--- src/rtl/systola_pkg.sv ---
// Shared types and constants for the systolic array feeder.
// Holds the feeder state encoding and sizing helpers.
package systola_pkg;

    typedef enum logic [1:0] {
        IDLE   = 2'd0,
        STREAM = 2'd1,
        DRAIN  = 2'd2
    } feeder_state_e;

    localparam int DW_DEF = 8;

    function automatic int max_of(input int a, input int b);
        return (a > b) ? a : b;
    endfunction

endpackage

--- src/rtl/skew_lane.sv ---
// One skew lane: DEPTH-stage data shift register with a valid bit.
// The output is forced to zero whenever its stage is not valid.
module skew_lane
    import systola_pkg::*;
#(
    parameter int DEPTH = 1,
    parameter int DW    = DW_DEF
) (
    input  logic          clk,
    input  logic          rst,
    input  logic          in_valid,
    input  logic [DW-1:0] in_data,
    output logic [DW-1:0] out_data
);

    logic [DW-1:0]    data_q [DEPTH];
    logic [DEPTH-1:0] vld_q;

    always_ff @(posedge clk) begin
        if (rst) begin
            for (int i = 0; i < DEPTH; i++) begin
                data_q[i] <= '0;
            end
            vld_q <= '0;
        end else begin
            data_q[0] <= in_valid ? in_data : '0;
            vld_q[0]  <= in_valid;
            for (int i = 1; i < DEPTH; i++) begin
                data_q[i] <= data_q[i-1];
                vld_q[i]  <= vld_q[i-1];
            end
        end
    end

    assign out_data = vld_q[DEPTH-1] ? data_q[DEPTH-1] : '0;

endmodule

--- src/rtl/pe_skew_feeder.sv ---
// Skews activation/weight vectors into a PE array and sequences
// the tile: stream, then drain until the array has emptied.
module pe_skew_feeder
    import systola_pkg::*;
#(
    parameter int ROWS = 8,
    parameter int COLS = 8,
    parameter int DW   = DW_DEF,
    parameter int TRAV = ROWS + COLS - 1
) (
    input  logic               clk,
    input  logic               rst,
    input  logic               s_valid,
    output logic               s_ready,
    input  logic               s_last,
    input  logic [ROWS*DW-1:0] s_a,
    input  logic [COLS*DW-1:0] s_w,
    output logic [ROWS*DW-1:0] in_a,
    output logic [COLS*DW-1:0] in_w,
    output logic               fire,
    output logic               tile_done
);

    localparam int SPAN = max_of(ROWS, COLS);
    localparam int CW   = $clog2(SPAN + TRAV + 1);
    localparam logic [CW-1:0] DRAIN_LOAD = CW'(SPAN - 1 + TRAV);

    feeder_state_e state_q, state_d;
    logic [CW-1:0] cnt_q, cnt_d;
    logic          ready_en_q;
    logic          xfer;

    // ready_en_q holds s_ready low for the cycle right after reset
    assign s_ready   = ready_en_q && (state_q != DRAIN);
    assign xfer      = s_valid && s_ready;
    assign fire      = (state_q != IDLE);
    assign tile_done = (state_q == DRAIN) && (cnt_q == '0);

    always_ff @(posedge clk) begin
        if (rst) begin
            state_q    <= IDLE;
            cnt_q      <= '0;
            ready_en_q <= 1'b0;
        end else begin
            state_q    <= state_d;
            cnt_q      <= cnt_d;
            ready_en_q <= 1'b1;
        end
    end

    always_comb begin
        state_d = state_q;
        cnt_d   = cnt_q;
        unique case (state_q)
            IDLE: begin
                if (xfer) begin
                    state_d = s_last ? DRAIN : STREAM;
                    if (s_last) cnt_d = DRAIN_LOAD;
                end
            end
            STREAM: begin
                if (xfer && s_last) begin
                    state_d = DRAIN;
                    cnt_d   = DRAIN_LOAD;
                end
            end
            DRAIN: begin
                if (cnt_q == '0) state_d = IDLE;
                else             cnt_d   = cnt_q - CW'(1);
            end
            default: begin
                state_d = IDLE;
                cnt_d   = '0;
            end
        endcase
    end

    for (genvar r = 0; r < ROWS; r++) begin : g_a
        skew_lane #(
            .DEPTH(r + 1),
            .DW   (DW)
        ) u_lane (
            .clk     (clk),
            .rst     (rst),
            .in_valid(xfer),
            .in_data (s_a[r*DW +: DW]),
            .out_data(in_a[r*DW +: DW])
        );
    end

    for (genvar c = 0; c < COLS; c++) begin : g_w
        skew_lane #(
            .DEPTH(c + 1),
            .DW   (DW)
        ) u_lane (
            .clk     (clk),
            .rst     (rst),
            .in_valid(xfer),
            .in_data (s_w[c*DW +: DW]),
            .out_data(in_w[c*DW +: DW])
        );
    end

endmodule

--- config.mk ---
export PLATFORM = sky130hd
export DESIGN_NAME = pe_skew_feeder
export DESIGN_NICKNAME = d
export VERILOG_FILES = /design/src/rtl/systola_pkg.sv /design/src/rtl/skew_lane.sv /design/src/rtl/pe_skew_feeder.sv
export SDC_FILE = /design/constraint.sdc
export NUM_CORES = 1
export LEC_CHECK = 0
export ABC_AREA = 1
export BUFFER_PORTS_ARGS = -buffer_cell sky130_fd_sc_hd__buf_2
export CELL_PAD_IN_SITES_DETAIL_PLACEMENT = 2
export CELL_PAD_IN_SITES_GLOBAL_PLACEMENT = 2
export CORE_MARGIN = 5
export CORE_UTILIZATION = 37
export CTS_CLUSTER_SIZE = 12
export DETAILED_ROUTE_END_ITERATION = 16
export HOLD_SLACK_MARGIN = 0.02
export PLACE_DENSITY = 0.84
export SLEW_MARGIN = 30
export SYNTH_ARGS = -nofsm -noshare
export SYNTH_HDL_FRONTEND = slang
export SYNTH_SLANG_ARGS = --single-unit
--- constraint.sdc ---
create_clock -name clk -period 3.9 [get_ports clk]
set_input_delay 0.78 -clock clk [delete_from_list [all_inputs] [get_ports clk]]
set_output_delay 0.78 -clock clk [all_outputs]
set_load 0.05 [all_outputs]
Word-level counts from Yosys, hierarchy flattened

Memory sizes are Yosys's and may differ from the RTL's.
Cells that the tools add are included.

Flip-flop bits (word level): 79
Latch bits: 0
Bits in writable memories: 576
Memory bits (read-only): 0
Input bits: 132
Output and inout port bits: 131
Word-level logic and storage cells: 243
Memories: 16

Memories:

| memory               | depth | width | read ports | clocked after memory_dff | wr ports | line            | source |
|---|---|---|---|---|---|---|---|
| g_a[7].u_lane.data_q | 8     | 8     | 8          | 0                        | 8        | skew_lane.sv:16 | `logic [DW-1:0] data_q [DEPTH];` |
| g_w[7].u_lane.data_q | 8     | 8     | 8          | 0                        | 8        | skew_lane.sv:16 |  |
| g_a[6].u_lane.data_q | 7     | 8     | 7          | 0                        | 7        | skew_lane.sv:16 |  |
| g_w[6].u_lane.data_q | 7     | 8     | 7          | 0                        | 7        | skew_lane.sv:16 |  |
| g_a[5].u_lane.data_q | 6     | 8     | 6          | 0                        | 6        | skew_lane.sv:16 |  |
| g_w[5].u_lane.data_q | 6     | 8     | 6          | 0                        | 6        | skew_lane.sv:16 |  |
| +10 memories         | --    | --    | --         | --                       | --       | --              |  |

Add/subtract/negate cells: 1
$mul: 0
Divide/modulo/power cells: 0
Order comparisons: 0
Equal/unequal tests: 8
Shift-type cells: 0
Muxes and demuxes: 119
Bitwise operators: 70
Reduce and logical (&&, ||, !) cells: 11

Operators by type and width:

| cell                | number |
|---|---|
| $mux 8              | 104 |
| $or 1x1->1          | 70 |
| $mux 5              | 4 |
| $reduce_or 8->1     | 2 |
| $pmux 5 s3          | 1 |
| $mux 2              | 4 |
| $ne 2x2->1 const B  | 4 |
| $pmux 2 s3          | 1 |
| $logic_not 5->1     | 1 |
| $mux 1              | 5 |
| $sub 5x1->5 const B | 1 |
| $logic_and 1x1->1   | 4 |
| $ne 2x1->1 const B  | 2 |
| $reduce_and 4->1    | 1 |
| $reduce_and 3->1    | 1 |
| $eq 2x1->1 const B  | 1 |
| $eq 2x2->1 const B  | 1 |
| $logic_not 2->1     | 1 |
| $reduce_bool 2->1   | 1 |

Longest topological paths before layout

Word-level depth: 6
Depth in mapped cells: 10
Gate-level depth less buffers: 10

By module

A second synthesis with hierarchy kept.

Cells, all modules: 2362
Area total of the unflattened synthesis: 20294.5 sq um

By module, submodules not included:

| module                         | times used | cells each | area each (sq um) | sequential area each (sq um) |
|---|---|---|---|---|
| skew_lane at g_a[7].u_lane ... | 2          | 241        | 2147.1            | 1441.4 |
| skew_lane at g_a[6].u_lane ... | 2          | 213        | 1878.1            | 1261.2 |
| skew_lane at g_a[5].u_lane ... | 2          | 185        | 1619.1            | 1081.0 |
| skew_lane at g_a[4].u_lane ... | 2          | 157        | 1360.1            | 900.9 |
| skew_lane at g_a[3].u_lane ... | 2          | 129        | 1101.1            | 720.7 |
| skew_lane at g_a[2].u_lane ... | 2          | 101        | 845.8             | 540.5 |
| skew_lane at g_a[1].u_lane ... | 2          | 73         | 624.3             | 360.3 |
| skew_lane at g_a[0].u_lane ... | 2          | 45         | 326.6             | 180.2 |
| pe_skew_feeder                 | 1          | 74         | 490.5             | 160.2 |

Worst setup path after synthesis

Ideal clock, no wire load.

Path kind: flip-flop to output port
From: register, netlist name g_w[5].u_lane.vld_q[4]
To: output port in_a[32]
Arrival: 1.171 ns
Data required time: 3.120 ns
Setup slack: 1.949 ns
Stages on the path, launching flop included: 5
Path buffers: 2
Cell sequence: dfxtp_1 -> clkbuf_1 -> clkbuf_1 -> nand2_1 -> inv_1

RTL lines:

| what             | line                 | source |
|---|---|---|
| end: declaration | pe_skew_feeder.sv:18 | `output logic [ROWS*DW-1:0] in_a,` |

==> results.cfg <==
[synth]
synth-seq-cells = 592
synth_cell_types = 22
synth_commonest_cells = inv_1 (722), dfxtp_1 (592), nor2_1 (493)
yosysSeqAreaShare_pct = 63.2
synthesis.area_um2 = 18800
synth_area_leaders = dfxtp_1 (63%), inv_1 (14%), nor2_1 (9.9%)
syn_area_per_cell_um2 = 8.70
synthArstFlopShare_pct = 0
synth_area_leader_cell = dfxtp_1
syn-num-nets = 2291
synth_edf_count = 0
synth_top_area_share_pct = 63.2
syn_inst = 2157
synth.most_common_cell = inv_1
synth_top_flop_cell = dfxtp_1
yosys_warnings = 0

[place]
numPortBuffers = 262
place_congestion = 0.779
dp_cells = 3017
post-dp-hpwl_um = 31500

[detailed_routing]
drtIter0Drc = 424
wl_per_cell_um = 16.5
met1_length_um = 19900
drt-total-wl_um = 51600
wl_met3_um = 2420
drt-pass1-iter-count = 4
vias = 12700
dr.max_layer_used = met5
drcViolationCount = 0
drtAntennaViolNets = 0
wl_met2_um = 28100
avgViaCountPerCell = 4.07

[worst_setup_path]
required_ns = 3.12
crit_family = flip-flops
critPathBufInv = 2
criticalPathCategory = reg2out
cp-end-kind = output pin
cp_slowest_cell = dfxtp_1
path_cells = nand2_1, inv_1, buf_2
crit_path_max_incr_delay_ns = 0.91
crit_arrival_ns = 2.17
worstPathMaxFanout = 17
startpoint_type = flip-flop

[floorplanning]
dieWidth_um = 235
pin_count = 263
num_rows = 82
die_area_um2 = 55300
start_util_pct = 37.4
die_h_um = 235
fp.coreArea_um2 = 50200

[pwr]
p_leak_nw = 10.8
p_per_area_nw_per_um2 = 550
vdd_drop_max_mv = 0.329
finalPower_mw = 12.4

[global_routing]
overflow = 0
grt_first_pass_wirelength_um = 80200
grt_start_max_net_pins = 168
grt_antenna_before_repair = 12
grt_pass1_vias = 15000
grtUsageTotal_pct = 18.1

[timing]
maxSlewHeadroom_pct = 36.2
setup_violations = 0
tns_ns = 0
fmax_mhz = 339
fin_crit_sh_pct = 75.6
slew_viol_final = 0
worst_pin_slew_ns = 0.957
clock_skew_ns = 0.0193
rsz0062_at_grt = no
timing.final.crit_period_ns = 2.95
finalHoldViolations = 0

[clock_tree]
numClockSinks = 592
htreeDepth = 2
cts_buffer_depth = 3
cts_resized = 0
clock-root-buffer = clkbuf_16
cts.hold.buffers_added = 0
clk_latency_ns = 0.60
path_clk_slew_ns = 0.06
numCtsBuffers = 61
postCtsSetupBuffers = 0
cts_tree = built

[finish]
drive_gt1_share_pct = 18.9
fin_nets = 2542
area_growth_pct = 19.9
instances_no_fill = 3125
final.fill_count = 5472

[hold_path]
hold_path.class = in2reg

[job]
cap_violations = 0

[run_status]
status = finished, final reports clean
power breakdown:
part | leakage, nW | internal [mW] | switching [mW]
clock network | 0.978 | 3.42 | 2.38
registers | 4.79 | 6.13 | 0.0380
logic | 5.02 | 0.121 | 0.285
total | 10.8 | 9.66 | 2.70
cells by family (layout without fill, tap and decap cells):
| kind of cell | Yosys count | in the layout | synth area share [%] |
|---|---|---|---|
| buf+inv | 805 | 1098 | 17.2 |
| simple gates | 748 | 748 | 19.1 |
| compound gates | 9 | 9 | 0.253 |
| flops | 592 | 592 | 63.2 |
| other cells | 0 | 3 | 0 |
| fa+ha+maj | 2 | 2 | 0.133 |
| xor+xnor | 1 | 1 | 0.0467 |
worst paths after layout:
| kind | startpoint | endpoint | slack [ns] | cells past startpoint |
|---|---|---|---|---|
| setup reg to reg | state_q[1] | g_a[2].u_lane.data_q[0][2] | 1.77 | 8 |
| hold / removal | s_w[43] | g_w[5].u_lane.data_q[0][3] | 0.39 | 3 |
| setup / recovery | g_a[6].u_lane.vld_q[5] | in_w[46] | 0.95 | 3 |
| hold reg to reg | g_w[3].u_lane.data_q[1][5] | g_w[3].u_lane.data_q[2][5] | 0.39 | 2 |
cell usage in the layout, fill, tap and decap left out, drive strengths merged:
cell      n
nand3b    1
buf     269
nand3     6
dfxtp   592
ha        2
a211oi    1
a21oi     5
xnor2     1
o21ai     3
clkbuf   95
bufinv    3
nor2    596
inv     723
nand4     1
diode     3
clkinv    8
nand2   144
final cells by class:
type                       count  area (um2)  area share (%)
clock inverter                10         136           0.606
sequential                   592       11900            52.7
tap                          672         841            3.74
clock buffer                  95        1850            8.21
multi-input combinational    760        3670            16.3
timing repair buffer         269        1400            6.24
inverter                     724        2730            12.1
antenna                        3        7.51          0.0334
per-stage QoR:
step | hold slack, ns | setup WS, ns | utilization (%) | instance area, um2
6_report | 0.388 | 0.951 | 44.8 | 22500
5_1_grt | 0.359 | 0.858 | 44.8 | 22500
4_1_cts | 0.343 | 0.907 | 44.8 | 22500
3_5_place_dp | 0.397 | 1.54 | 40.8 | 20500
3_3_place_gp | 0.389 | 1.65 | 40.8 | 20500
2_1_floorplan | 0.388 | 1.95 | - | 18800
layer usage:
metal | global-route usage [%] | vias up
met4 | 4.57 | 20
li1 | - | 6253
met3 | 4.57 | 97
met2 | 35.3 | 239
met5 | 0 | -
met1 | 19.3 | 6100
state kept, by name, indices dropped and copies added, names as in the netlist:
signal             count
ready_en_q             1
state_q                2
g_a.u_lane.vld_q       3
g_a.u_lane.data_q    288
g_w.u_lane.vld_q       5
cnt_q                  5
g_w.u_lane.data_q    288
worst min-delay path, delay by kind of cell:
kind	cells	cell delay, ns
simple gates	1	0.03
buf+inv	2	0.13
No activity file was read; power rests on OpenSTA's default activity.
